===== config.mk =====
export PLATFORM = sky130hd
export DESIGN_NAME = memctrl
export DESIGN_NICKNAME = d
export VERILOG_FILES = /design/src/rtl/memctrl.sv
export SDC_FILE = /design/constraint.sdc
export NUM_CORES = 1
export LEC_CHECK = 0
export ABC_AREA = 0
export BUFFER_PORTS_ARGS = -buffer_cell sky130_fd_sc_hd__buf_2
export CAP_MARGIN = 15
export CORE_MARGIN = 2
export CORE_UTILIZATION = 55
export CTS_BUF_LIST = sky130_fd_sc_hd__clkbuf_8
export CTS_CLUSTER_SIZE = 28
export DETAILED_ROUTE_END_ITERATION = 12
export PLACE_DENSITY = 0.88
export RECOVER_POWER = 50
export SYNTH_ARGS = -nofsm -noshare
export SYNTH_HDL_FRONTEND = slang
export SYNTH_SLANG_ARGS = --single-unit

===== constraint.sdc =====
create_clock -name clk_in -period 4.9 [get_ports clk_in]
set_clock_uncertainty 0.15 [all_clocks]
set_input_delay 0.49 -clock clk_in [delete_from_list [all_inputs] [get_ports clk_in]]
set_output_delay 0.49 -clock clk_in [all_outputs]
set_load 0.05 [all_outputs]

===== src/rtl/memctrl.sv =====
// memctrl: byte-serial controller between IF/MEM requesters and the 8-bit unified RAM bus.
// Optional MEMCTRL_IO_STALL_EN: store bytes to the IO region (addr[17:16] == 2'b11) wait while io_buffer_full.
module memctrl #(
  parameter int unsigned ADDR_WIDTH = 32
) (
  input  logic                  clk_in,
  input  logic                  rst_n_in,
  input  logic                  rdy_in,
  input  logic                  if_get,
  input  logic [ADDR_WIDTH-1:0] if_address,
  output logic                  if_done,
  output logic [31:0]           if_out,
  input  logic                  mem_get,
  input  logic                  mem_wr,
  input  logic [ADDR_WIDTH-1:0] mem_address,
  input  logic [31:0]           mem_data,
  input  logic [2:0]            mem_len,
  output logic                  mem_done,
  output logic [31:0]           mem_out,
  input  logic [7:0]            ram_din,
  output logic [7:0]            ram_dout,
  output logic [ADDR_WIDTH-1:0] ram_a,
  output logic                  ram_wr,
  input  logic                  io_buffer_full
);

  typedef enum logic [1:0] {IDLE, READ, WRITE, DONE} state_t;

  state_t                state_q, state_d;
  logic [ADDR_WIDTH-1:0] addr_q, addr_d, ram_a_d, wr_addr;
  logic [2:0]            len_q, len_d, cnt_q, cnt_d;
  logic [31:0]           wdata_q, wdata_d, buf_q, buf_d, if_out_d, mem_out_d;
  logic                  own_if_q, own_if_d, paused_q, paused_d;
  logic                  if_done_d, mem_done_d, ram_wr_d;
  logic [7:0]            ram_dout_d;
  logic                  io_stall, mem_len_ok;

  assign mem_len_ok = (mem_len == 3'd1) || (mem_len == 3'd2) || (mem_len == 3'd4);
  // Address of the next store byte: the new request in IDLE, else the running byte.
  assign wr_addr = (state_q == IDLE) ? mem_address : addr_q + ADDR_WIDTH'(cnt_q);

`ifdef MEMCTRL_IO_STALL_EN
  assign io_stall = (wr_addr[17:16] == 2'b11) && io_buffer_full;
`else
  logic unused_io;
  assign unused_io = io_buffer_full;
  assign io_stall  = 1'b0;
`endif

  // Next-state and registered-output logic; cnt counts edges (READ) or issued bytes (WRITE).
  always_comb begin
    state_d    = state_q;
    addr_d     = addr_q;
    len_d      = len_q;
    cnt_d      = cnt_q;
    wdata_d    = wdata_q;
    buf_d      = buf_q;
    own_if_d   = own_if_q;
    paused_d   = !rdy_in;
    ram_a_d    = ram_a;
    ram_dout_d = ram_dout;
    ram_wr_d   = 1'b0;
    if_done_d  = 1'b0;
    mem_done_d = 1'b0;
    if_out_d   = if_out;
    mem_out_d  = mem_out;
    if (rdy_in) begin
      unique case (state_q)
        IDLE: begin
          if (mem_get) begin
            addr_d   = mem_address;
            len_d    = mem_len;
            wdata_d  = mem_data;
            own_if_d = 1'b0;
            cnt_d    = 3'd0;
            buf_d    = 32'd0;
            ram_a_d  = mem_address;
            if (!mem_len_ok) begin
              state_d    = DONE;
              mem_done_d = 1'b1;
              mem_out_d  = 32'd0;
            end else if (mem_wr) begin
              state_d = WRITE;
              if (!io_stall) begin
                ram_dout_d = mem_data[7:0];
                ram_wr_d   = 1'b1;
                cnt_d      = 3'd1;
              end
            end else begin
              state_d = READ;
            end
          end else if (if_get) begin
            addr_d   = if_address;
            len_d    = 3'd4;
            own_if_d = 1'b1;
            cnt_d    = 3'd0;
            buf_d    = 32'd0;
            ram_a_d  = if_address;
            state_d  = READ;
          end
        end
        READ: begin
          if (own_if_q && !if_get) begin
            state_d = IDLE;
          end else if (paused_q) begin
            // First edge after a pause: the RAM pipeline is stale, start over.
            cnt_d   = 3'd0;
            buf_d   = 32'd0;
            ram_a_d = addr_q;
          end else begin
            cnt_d = cnt_q + 3'd1;
            if (cnt_q + 3'd1 < len_q) ram_a_d = addr_q + ADDR_WIDTH'(cnt_q + 3'd1);
            if (cnt_q != 3'd0) begin
              buf_d = buf_q | (32'(ram_din) << {cnt_q - 3'd1, 3'b000});
              if (cnt_q == len_q) begin
                state_d = DONE;
                if (own_if_q) begin
                  if_done_d = 1'b1;
                  if_out_d  = buf_d;
                end else begin
                  mem_done_d = 1'b1;
                  mem_out_d  = buf_d;
                end
              end
            end
          end
        end
        WRITE: begin
          if (cnt_q == len_q) begin
            state_d    = DONE;
            mem_done_d = 1'b1;
            mem_out_d  = 32'd0;
          end else begin
            ram_a_d = wr_addr;
            if (!io_stall) begin
              ram_dout_d = 8'(wdata_q >> {cnt_q, 3'b000});
              ram_wr_d   = 1'b1;
              cnt_d      = cnt_q + 3'd1;
            end
          end
        end
        DONE: state_d = IDLE;
        default: state_d = IDLE;
      endcase
    end
  end

  always_ff @(posedge clk_in or negedge rst_n_in) begin
    if (!rst_n_in) begin
      state_q  <= IDLE;
      addr_q   <= '0;
      len_q    <= 3'd0;
      cnt_q    <= 3'd0;
      wdata_q  <= 32'd0;
      buf_q    <= 32'd0;
      own_if_q <= 1'b0;
      paused_q <= 1'b0;
      ram_a    <= '0;
      ram_dout <= 8'd0;
      ram_wr   <= 1'b0;
      if_done  <= 1'b0;
      mem_done <= 1'b0;
      if_out   <= 32'd0;
      mem_out  <= 32'd0;
    end else begin
      state_q  <= state_d;
      addr_q   <= addr_d;
      len_q    <= len_d;
      cnt_q    <= cnt_d;
      wdata_q  <= wdata_d;
      buf_q    <= buf_d;
      own_if_q <= own_if_d;
      paused_q <= paused_d;
      ram_a    <= ram_a_d;
      ram_dout <= ram_dout_d;
      ram_wr   <= ram_wr_d;
      if_done  <= if_done_d;
      mem_done <= mem_done_d;
      if_out   <= if_out_d;
      mem_out  <= mem_out_d;
    end
  end

endmodule


==> results of run 1 <==
==> sequential cells by signal (all words and copies together) (netlist names), 8 cells and up <==
register	flops
addr_q	32
buf_q	32
if_out	32
mem_out	32
ram_a	32
wdata_q	32
ram_dout	8
==> path summary, 6_finish.rpt <==
path | slack [ns] | end
max in group asynchronous | 2.08 | addr_q[30]
max reg2reg | 0.91 | ram_a[31]
min in group asynchronous | 0.99 | addr_q[10]
min reg2reg | 0.33 | ram_a[4]
max | 0.91 | ram_a[31]
min | 0.03 | wdata_q[27]
==> final cells by class <==
cell class,instances,share of cell area [%]
tap,270,2.63
multi-input combinational,813,41.2
clock inverter,17,0.817
clock buffer,47,5.03
timing repair buffer,232,8.32
inverter,18,0.525
sequential,213,41.5
==> worst reg2reg max path: cells and delay by family, from the launching register on <==
kind,cells,cell delay (ns)
flops,1,0.34
fa+ha+maj,2,0.59
buf+inv,1,0.77
simple gates,2,1.14
xor+xnor,1,0.16
compound gates,3,0.65
==> cell usage in the layout (no fill, tap or decap), types with 5 or more instances in the layout <==
cell type | netlist | routed
a21oi_1 | 96 | 96
a22oi_1 | 12 | 12
a31oi_1 | 14 | 14
and2_1 | 7 | 7
and3_1 | 5 | 5
buf_2 | 11 | 110
buf_4 | 3 | 10
clkbuf_1 | 47 | 109
clkbuf_8 | 9 | 47
clkinv_2 | 0 | 6
dfrtp_1 | 213 | 213
ha_1 | 14 | 13
inv_1 | 17 | 24
mux2_2 | 77 | 77
mux2i_1 | 38 | 38
mux4_2 | 8 | 8
nand2_1 | 156 | 156
nand2b_1 | 6 | 6
nand3_1 | 23 | 22
nand4_1 | 10 | 10
nor2_1 | 73 | 73
nor2b_1 | 39 | 39
nor3_1 | 13 | 13
nor4_1 | 6 | 6
o211ai_1 | 8 | 8
o21ai_0 | 109 | 109
o31a_1 | 5 | 5
o31ai_1 | 5 | 5
or3_1 | 5 | 5
xor2_1 | 6 | 6
==> cells by family after synthesis <==
group / after synthesis / share of synthesized area [%]
and+or+nand+nor: 363 / 15.5
AOI/OAI and AO/OA: 302 / 16.5
muxes: 123 / 12.8
DFF: 213 / 47.8
adders and majority gates: 16 / 1.93
buffers and inverters: 102 / 4.79
xor gates and xnor gates: 9 / 0.707
==> timing repair <==
action | in CTS | in global routing
hold buffers | 1 | 0
endpoints found under the hold margin | 93 | 0
endpoints found under the setup margin | 0 | 0
==> power by group through the flow <==
stage	Sequential, mW	Combinational (mW)	Clock (mW)
final	2.73	3.51	1.63
after global routing	2.79	3.82	1.73
after CTS	2.71	3.57	1.65
after detailed placement	2.73	3.54	0
after global placement	2.69	3.44	0
after floorplan	3.23	2.20	0
==> metal layers <==
layer	up-vias	track usage (%)
li1	4383	-
met1	4615	36.5
met2	463	46.6
met3	88	6.53
met4	0	10.3
met5	-	0
==> stage by stage <==
step                area, sq um  hold slack (ns)
floorplan                 11200           0.0444
global placement          12200            0.308
detailed placement        12200            0.317
CTS                       13000           0.0126
global route              12900           0.0201
finish                    12900           0.0290
==> metrics.md, run 1 <==
| Metric | Value |
|---|---|
| First-pass GRT wire length | 49.1 mm |
| Resized cells post-CTS | 0 |
| Routed WL per cell | 18.6 microns |
| Synth Warn # | 0 |
| Final Cycle Share | between 80% and 90% |
| Worst R2R Path Depth | 9 |
| Cell taking the most area after synthesis | dfrtp_1 |
| Full die area | approximately 21000 sq um |
| Combinational power share | 44.6% |
| Clock tree sinks | 213 |
| Pleak | 5.76 nW |
| Util after Layout | 64.2% |
| Power share of the clock group | approximately 21% |
| Total grt overflow | 0 |
| Total number of vias | 9549 |
| Run status | finished, violations left |
| Slowest stage delay, CP | 0.77 ns |
| Slew Limit Headroom | -55.2% |
| Top-count cell post-synth | dfrtp_1 |
| Synth Register Bits | 213 |
| TNS Setup | 0 ns |
| Synth top cells by count | dfrtp_1, nand2_1, o21ai_0 |
| Final Max Slew Viols | 94 |
| Critical Path RT | 5.12 ns |
| TritonCTS Buffers | 36 |
| Setup bufs post-CTS | 0 |
| Worst Setup Start Kind | register |
| Arr. time, crit path | 4.21 ns |
| Placer congestion estimate | 0.938 |
| CP Depth | 9 |
| Critical-path cell list | clkbuf_1 -> ha_1 -> xor2_1 -> ha_1 -> o21a_1 -> o21ai_0 -> nand2_2 -> nor2_1 -> a41oi_1 |
| Row count | 52 |
| Synthesis-to-layout area growth | 15.3% |
| Initial antenna violation count | 0 |
| Final min period | 3.99 ns |
| Wire length on met2 | around 15 mm |
| Ys async rst share | 100% |
| Post-Syn Area per Cell | 9.89 sq um |
| Final hold violation count | 0 |
| Highest routed layer | met4 |
| P_sw | 3.58 mW |
| Filler Cells Inserted | 1697 |
| Hold depth | 2 |
| Net Sw Frac | 45.5% |
| Distinct cells, synth | 81 |
| 1st-pass router iterations | 6 |
| CP startpoint | cnt_q[0] |
| Failing checks | max-capacitance violations, max-slew violations |
| Primary FF master, synth | dfrtp_1 |
| Clk_lat worst skew | 0.55 ns |
| Syn_nets | 1258 |
| DP Cell Count | 1545 |
| Pin count of the biggest net entering global routing | 121 |
| Worst hold start | mem_data[27] |
| Slowest-stage cell, CP | clkbuf_1 |
| Final net count | around 1400 |
| IO Pins | 221 |
| Number of synthesized flops with an enable pin | 0 |
| Deepest level of the CTS H-tree | 2 |
| WP buf/inv | 1 |
| Ranking of synthesized cells by area | dfrtp_1, mux2_2, nand2_1 |
| Critical path class | reg -> reg |
| GRT Total Usage | roughly 28% |
| Worst path top cell family by delay | simple AND/OR/NAND/NOR gates |
| Via density per instance | 5.93 |
| Die Y-Extent | 146 microns |
| Max FO, Critical Path | 35 |
| Post-synthesis sequential area ratio | 47.8% |
| Post-DRT Antenna Nets | 0 |
| Share of layout cells above drive strength 1 | 21.3% |
| Total Wirelength | ~30 mm |
| Seq pwr share | approximately a third |
| Clock buffer depth | 3 |
| Initial Utilization | 55.7% |
| # setup viols final | 0 |
| Die extent in x | between 100 and 150 microns |
| Internal power | between 4 and 5 mW |
| Pre-CTS setup slack | 1.27 ns |
| Residual DRC | 0 |
| Non-Filler Instances | 1610 |
| Synthesized area | 11200 sq um |
| Root Driver | clkbuf_8 |
| First DRT Iteration DRCs | 739 |
| CTS tree | yes |
| Synth Instances | 1128 |
| Vias in the first global route | between 9000 and 10000 |
| Tot Pwr | approximately 7.9 mW |
| Port buffer count | 219 |
| Fmax | 251 MHz |
| HPWL after DPL | 20.5 mm |
| Tightest Pin Transition | 2.33 ns |
| N_diodes | 0 |
| Setup WS post-layout | 0.910 ns |
| Register area | around 5300 sq um |
| Most used cell, CP | ha_1 |
| Met3 Wirelength | 2.50 mm |
| Clock-pin slew on the worst setup and hold paths | around 0.06 ns |
| Area of the multi-input gates | 5300 sq um |
| WL met1 | 11.9 mm |
| Crit. End Element | register |
| Max-Cap Viols | 1 |
| Reg2reg start | cnt_q[0] |
| Peak VDD IR | 0.000428 V |
| Hold Path Class | in -> reg |
| Top cell type's share of synthesized area | 47.8% |
| Unrepaired setup endpoints after global routing | false |
| Core footprint | 20000 sq um |
| Pwr dens | 612 nW/um^2 |
(Power assumes the default switching activity.)
==> run 2, diff against run 1 <==
Settings changed: ABC_AREA 0 to 1, PLACE_DENSITY 0.88 to 0.87.
Clock period 4.9 ns to 4.2 ns, I/O delays scaled along.
==> run 2 against run 1 <==
  * The run still ends with max-capacitance violations, max-slew violations left
  * Sequential share of layout area down 2.8 points
  * Wire length up 17%
  * Power up 24%
  * Cell count up 33%
  * Worst hold slack worse by 0.014 ns
  * Synthesized cell count up 44%
  * Combinational power up 37%
  * Utilization up 1.8 points
  * Setup slack better by 0.091 ns
  * Register-to-register slack better by 0.13 ns
  * Critical endpoint is now wdata_q[12]
  * Largest cell class is now multi-input combinational cells
  * Highest routed layer is now met5
==> metrics.md, run 2 <==
| Metric | Value |
|---|---|
| Tightest Pin Transition | 2.82 ns (+0.495 ns) |
| Seq pwr share | 32.1% (-2.5 points) |
| First-pass GRT wire length | 56.3 mm (+15%) |
| Final net count | 1982 (+37%) |
| Placer congestion estimate | 0.991 (+5.7%) |
| Unrepaired setup endpoints after global routing | false |
| Non-Filler Instances | 2149 (+33%) |
| Synthesis-to-layout area growth | 18.3% |
| IO Pins | 221 (unchanged) |
| Hold depth | 3 (+1) |
| Die Y-Extent | 150 microns (+2.1%) |
| Power share of the clock group | 18.6% (-2.1 points) |
| Clock tree sinks | 213 (unchanged) |
| Resized cells post-CTS | 0 (unchanged) |
| Flop2flop setup slack | 1.04 ns (+0.13 ns) |
| Synth Register Bits | 213 (unchanged) |
| Row count | 53 (+1.9%) |
| Port buffer count | 219 (unchanged) |
| Synth top cells by count | nand2_1, dfrtp_1, o21ai_0 |
| Full die area | 22400 sq um (+4.3%) |
| Residual DRC | 0 (unchanged) |
| Critical path class | in -> async |
| Worst Setup Start Kind | input port |
| Clock-pin slew on the worst setup and hold paths | 0.06 ns (about the same) |
| Synth Warn # | 0 (unchanged) |
| Pwr dens | 706 nW/um^2 (+15%) |
| Die extent in x | 150 microns (+2.1%) |
| Post-DRT Antenna Nets | 0 (unchanged) |
| CTS tree | yes |
| TritonCTS Buffers | 35 (-2.8%) |
| Core footprint | 20900 sq um (+4.2%) |
| Top cell type's share of synthesized area | 45.8% (-2.0 points) |
| TNS Setup | 0 ns (unchanged) |
| Tot Pwr | 9.73 mW (+24%) |
| Ranking of synthesized cells by area | dfrtp_1, nand2_1, o21ai_0 |
| Total Wirelength | 35.0 mm (+17%) |
| Clk_lat worst skew | 0.54 ns (about the same) |
| Total grt overflow | 0 (unchanged) |
| Ys async rst share | 100% (unchanged) |
| HPWL after DPL | 23.8 mm (+16%) |
| Peak VDD IR | 0.000523 V (+22%) |
| Initial antenna violation count | 1 (+1) |
| Final Cycle Share | 76.2% |
| Failing checks | max-capacitance violations, max-slew violations |
| Post-Syn Area per Cell | 7.18 sq um (-27%) |
| Most common cell after layout, fill and taps aside | nand2_1 |
| Crit. End Element | asynchronous set/reset pin |
| Most frequent cells in the layout | nand2_1, dfrtp_1, o21ai_0 |
| Initial Utilization | 55.8% (+0.11 points) |
| Max-Cap Viols | 1 (unchanged) |
| Synthesized area | 11600 sq um (+4.5%) |
| # setup viols final | 0 (unchanged) |
| Pre-CTS setup slack | 1.09 ns (-0.184 ns) |
| Syn_nets | 1753 (+39%) |
| Net Sw Frac | 50.0% (+4.5 points) |
| Routed WL per cell | 16.3 microns (-12%) |
| Slew Limit Headroom | -88.2% (-33 points) |
| Total number of vias | 11948 (+25%) |
| Final hold violation count | 0 (unchanged) |
| Post-synthesis sequential area ratio | 45.8% (-2.0 points) |
| Arr. time, crit path | 3.70 ns (-0.51 ns) |
| Root Driver | clkbuf_8 |
| Vias in the first global route | 11115 (+16%) |
| First DRT Iteration DRCs | 1122 (+52%) |
| DP Cell Count | 2057 (+33%) |
| Via density per instance | 5.56 (-6.3%) |
| Critical Path RT | 4.71 ns (-0.41 ns) |
| Distinct cells, synth | 40 (-51%) |
| Combinational power share | 49.3% (+4.7 points) |
| Hold Path Class | in -> reg |
| Run status | finished, violations left |
| Setup bufs post-CTS | 0 (unchanged) |
| Share of layout cells above drive strength 1 | 12.2% (-9.2 points) |
| Number of synthesized flops with an enable pin | 0 (unchanged) |
| Internal power | 4.86 mW (+13%) |
| Top-count cell post-synth | nand2_1 |
| Fmax | roughly 310 MHz |
| Max FO, Critical Path | 130 (+270%) |
| Pin count of the biggest net entering global routing | 131 (+8.3%) |
| Cell taking the most area after synthesis | dfrtp_1 |
| Worst R2R Path Depth | 13 (+4) |
| Deepest level of the CTS H-tree | 2 (unchanged) |
| Primary FF master, synth | dfrtp_1 |
| Synth Instances | 1623 (+44%) |
| P_sw | 4.87 mW (+36%) |
| 1st-pass router iterations | 5 (-1) |
| Setup WS post-layout | 1.00 ns (+0.0909 ns) |
| Pleak | 6.69 nW (+16%) |
| GRT Total Usage | 31.4% (+3.3 points) |
| Final min period | between 3 and 4 ns |
| Clock buffer depth | 3 (unchanged) |
| Final Max Slew Viols | 131 (+39%) |
run 2: cell types whose count changed after synthesis, sizes merged, moves of 16 or more:
cell,delta
a21oi,-38
a31oi,+32
buf,+16
clkbuf,-22
inv,+98
mux2,-77
mux2i,-38
nand2,+418
nand3,+136
nor2,+61
nor2b,-39
o21ai,+54
or2,+28
run 2: final cells by class:
class / instances / area, sq um
Fill cell: 1861 / 7110
Multi-Input combinational cell: 1215 / 5550
Sequential cell: 213 / 5330
Timing Repair Buffer: 270 / 1430
Clock buffer: 42 / 578
Inverter: 117 / 442
Tap cell: 275 / 344
Clock inverter: 16 / 101
Antenna cell: 1 / 2.50
run 2: final timing paths:
kind,startpoint,to
max,rst_n_in,wdata_q[12]
min,mem_len[1],len_q[1]
max reg2reg,cnt_q[0],ram_a[14]
min reg2reg,wdata_q[28],wdata_q[28]
max in group clk_in,cnt_q[0],ram_a[14]
min in group asynchronous,rst_n_in,addr_q[29]
run 2: cells by family after synthesis:
family                   synth area share, %
AND/OR/NAND/NOR                         32.4
AO/OA/AOI/OAI                           12.9
adder cells (fa/ha/maj)                 1.85
buffers and inverters                   6.71
flip-flops                              45.8
XOR/XNOR                               0.376
run 2: per-stage QoR:
step | area (sq um) | hold WS [ns] | utilization, %
after global routing | 13800 | 0.0127 | 65.9
after detailed placement | 12900 | 0.310 | 61.8
after floorplan | 11600 | -0.0256 | -
final | 13800 | 0.0150 | 66.0
after global placement | 12900 | 0.299 | 61.8
after CTS | 13900 | 0.000342 | 66.6
run 2: layer usage:
metal | vias to the layer above | global-route usage [%] | share of wire [%]
met4 | 2 | 11.2 | 3.1
met2 | 577 | 48.7 | 44
met3 | 88 | 5.88 | 8.8
met5 | - | 0 | 0.037
met1 | 5555 | 44.4 | 44
li1 | 5726 | - | -
run 2: repair_timing:
item | in CTS | in global routing
setup endpoints to repair | 0 | 0
endpoints found under the hold margin | 159 | 0
hold buffers | 33 | 0
run 2: worst max-delay path, cell delays in order:
cell	delay, ns
dlygate4sd3_1	0.53
buf_2	1.98
buf_4	0.66
run 2: power groups by stage:
stage	Combinational (mW)	Clock [mW]	Sequential, mW
floorplan	2.74	0	3.77
global placement	4.65	0	3.10
detailed placement	4.74	0	3.11
CTS	4.79	1.82	3.09
global route	5.30	1.92	3.19
finish	4.80	1.81	3.12
==> run 3, diff against run 2 <==
Settings changed: ABC_AREA 1 to 0, PLACE_DENSITY 0.87 to 0.88.
Clock period 4.2 ns to 3.1 ns, I/O delays scaled along.
==> run 3 against run 2 <==
  * The flow still finishes with violations (max-capacitance violations, max-slew violations)
  * Count of clock-buffer cells in the layout is the same
  * Highest routed layer is now met4
  * Cell area rose by 1.2%
  * Non-clock buffer count up 73
  * Sequential share of layout area down 0.48 points
  * Largest power group unchanged
  * Sequential power grew 38%
  * Register-to-register slack got worse by 0.87 ns
  * Critical endpoint is now ram_a[28]
  * Worst hold slack worse by 0.014 ns
  * Die area fell by 4.2%
  * Wire length is 3.8% lower
  * Flip-flop and latch count stayed put
  * Utilization up 3.7 points
==> metrics.md, run 3 (synthesis results as in run 1) <==
| Metric | Value |
|---|---|
| Power share of the clock group | 19.7% (+1.1 points) |
| Internal power | 6.98 mW (+44%) |
| Die Y-Extent | 146 microns (-2.1%) |
| Unrepaired setup endpoints after global routing | false |
| Deepest level of the CTS H-tree | 2 (unchanged) |
| Seq pwr share | 33.7% (+1.6 points) |
| Worst Setup Start Kind | register |
| Hold depth | 3 (unchanged) |
| Most common cell after layout, fill and taps aside | dfrtp_1 |
| Initial Utilization | 55.7% (-0.11 points) |
| Tightest Pin Transition | 2.33 ns (-0.498 ns) |
| Worst R2R Path Depth | 10 (-3) |
| IO Pins | 221 (unchanged) |
| TritonCTS Buffers | 37 (+5.7%) |
| HPWL after DPL | 20.8 mm (-12%) |
| Reg2reg end | ram_a[28] |
| Clock buffer depth | 3 (unchanged) |
| Most frequent cells in the layout | dfrtp_1, buf_2, nand2_1 |
| Share of layout cells above drive strength 1 | 24.1% (+12 points) |
| Final net count | 1556 (-21%) |
| First-pass GRT wire length | 53.3 mm (-5.3%) |
| Final hold violation count | 0 (unchanged) |
| Fmax | 342 MHz |
| Slew Limit Headroom | -55.0% (+33 points) |
| Clock tree sinks | 213 (unchanged) |
| Net Sw Frac | 45.4% (-4.6 points) |
| Vias in the first global route | 10434 (-6.1%) |
| Critical path class | reg -> reg |
| Pleak | 6.45 nW (-3.7%) |
| Post-DRT Antenna Nets | 0 (unchanged) |
| Pwr dens | 916 nW/um^2 (+30%) |
| Final Max Slew Viols | 90 (-31%) |
| Synthesis-to-layout area growth | 25.1% |
| Hold Path Class | in -> reg |
| TNS Setup | 0 ns (unchanged) |
| Total grt overflow | 0 (unchanged) |
| Crit. End Element | register |
| Port buffer count | 219 (unchanged) |
| Combinational power share | 46.6% (-2.7 points) |
| Filler Cells Inserted | 1561 (-16%) |
| Resized cells post-CTS | 0 (unchanged) |
| Root Driver | clkbuf_8 |
| Core footprint | 20000 sq um (-4.1%) |
| Run status | finished, violations left |
| Max-Cap Viols | 1 (unchanged) |
| Final min period | 2.93 ns |
| Tot Pwr | 12.8 mW (+31%) |
| # setup viols final | 0 (unchanged) |
| Peak VDD IR | 0.000593 V (+13%) |
| CP startpoint | cnt_q[0] |
| 1st-pass router iterations | 8 (+3) |
| Final Cycle Share | 94.4% |
| Arr. time, crit path | 3.17 ns (-0.53 ns) |
| P_sw | 5.80 mW (+19%) |
| Placer congestion estimate | 0.931 (-6.0%) |
| CTS tree | yes |
| Initial antenna violation count | 0 (-1) |
| First DRT Iteration DRCs | 1109 (-1.2%) |
| Worst hold start | if_address[27] |
| N_diodes | 0 (-1) |
| GRT Total Usage | 31.1% (-0.34 points) |
| Flop2flop setup slack | 0.17 ns (-0.87 ns) |
| Routed WL per cell | 19.6 microns (+20%) |
| Pin count of the biggest net entering global routing | 91 (-31%) |
| Full die area | 21400 sq um (-4.2%) |
| Total Wirelength | 33.7 mm (-3.8%) |
| Row count | 52 (-1.9%) |
| Critical Path RT | 3.34 ns (-1.37 ns) |
| Via density per instance | 5.93 (+6.6%) |
| Failing checks | max-capacitance violations, max-slew violations |
| Total number of vias | 10185 (-15%) |
| Clk_lat worst skew | 0.55 ns (about the same) |
| Residual DRC | 0 (unchanged) |
| Die extent in x | 146 microns (-2.1%) |
| Setup bufs post-CTS | 0 (unchanged) |
| Max FO, Critical Path | 12 (-91%) |
| Clock-pin slew on the worst setup and hold paths | 0.06 ns (about the same) |
| Hold Path End | addr_q[27] |
| Reg2reg start | cnt_q[0] |
==> run 3: stage by stage <==
stage	instance area [sq um]	hold slack (ns)	worst slack (ns)	instances	utilization [%]
after floorplan	11200	-0.136	0.394	1128	-
after global placement	12400	0.282	0.325	1563	61.8
after detailed placement	12400	0.289	0.256	1563	61.8
after CTS	14000	0.00169	0.223	1718	70.0
after global routing	13900	0.00772	0.0345	1718	69.6
final	13900	0.000570	0.173	1718	69.6
==> run 3: worst max path at each step <==
stage                            end  slack (ns)  cells past startpoint
after floorplan            ram_a[26]        0.39                     12
after global placement     ram_a[15]        0.33                      9
after detailed placement   ram_a[15]        0.26                      9
after CTS                  ram_a[28]        0.22                     10
after global routing      mem_out[8]        0.03                      3
final                      ram_a[28]        0.17                     10
==> run 3: timing repair <==
action                     in CTS  in global routing
hold buffers                   94                  0
hold endpoints to repair      184                  0
setup endpoints to repair       0                  0
==> run 3: power by group through the flow <==
stage               Clock, mW  Combinational, mW  Sequential (mW)
floorplan                   0               3.48             5.11
global placement            0               5.61             4.24
detailed placement          0               5.78             4.29
CTS                      2.53               5.92             4.26
global route             2.67               6.40             4.39
finish                   2.52               5.95             4.31
==> run 3: area by class of cell <==
cell class                      count  area, sq um  area share, %
Timing Repair Buffer              343         2210           15.9
Inverter                           18         67.6          0.484
Multi-Input combinational cell    813         5300           38.0
Clock buffer                       42          578           4.14
Clock inverter                     19          123          0.879
Sequential cell                   213         5330           38.2
Tap cell                          270          338           2.42
==> run 3: critical path: stages, from the launching register on <==
cell	delay [ns]
dfrtp_1	0.38
inv_1	0.16
ha_1	0.32
ha_1	0.29
nor2b_1	0.13
o21a_1	0.17
o21ai_0	0.33
and2_1	0.24
buf_4	0.26
mux2i_1	0.26
a41oi_1	0.08
==> run 3: metal layers <==
metal	wire, microns	part of all wire (%)	GRT usage, %
met5	0	0	0
met4	1110	3.3	12.1
met3	2810	8.3	7.12
met2	17200	51	54.7
met1	12600	37	37.2
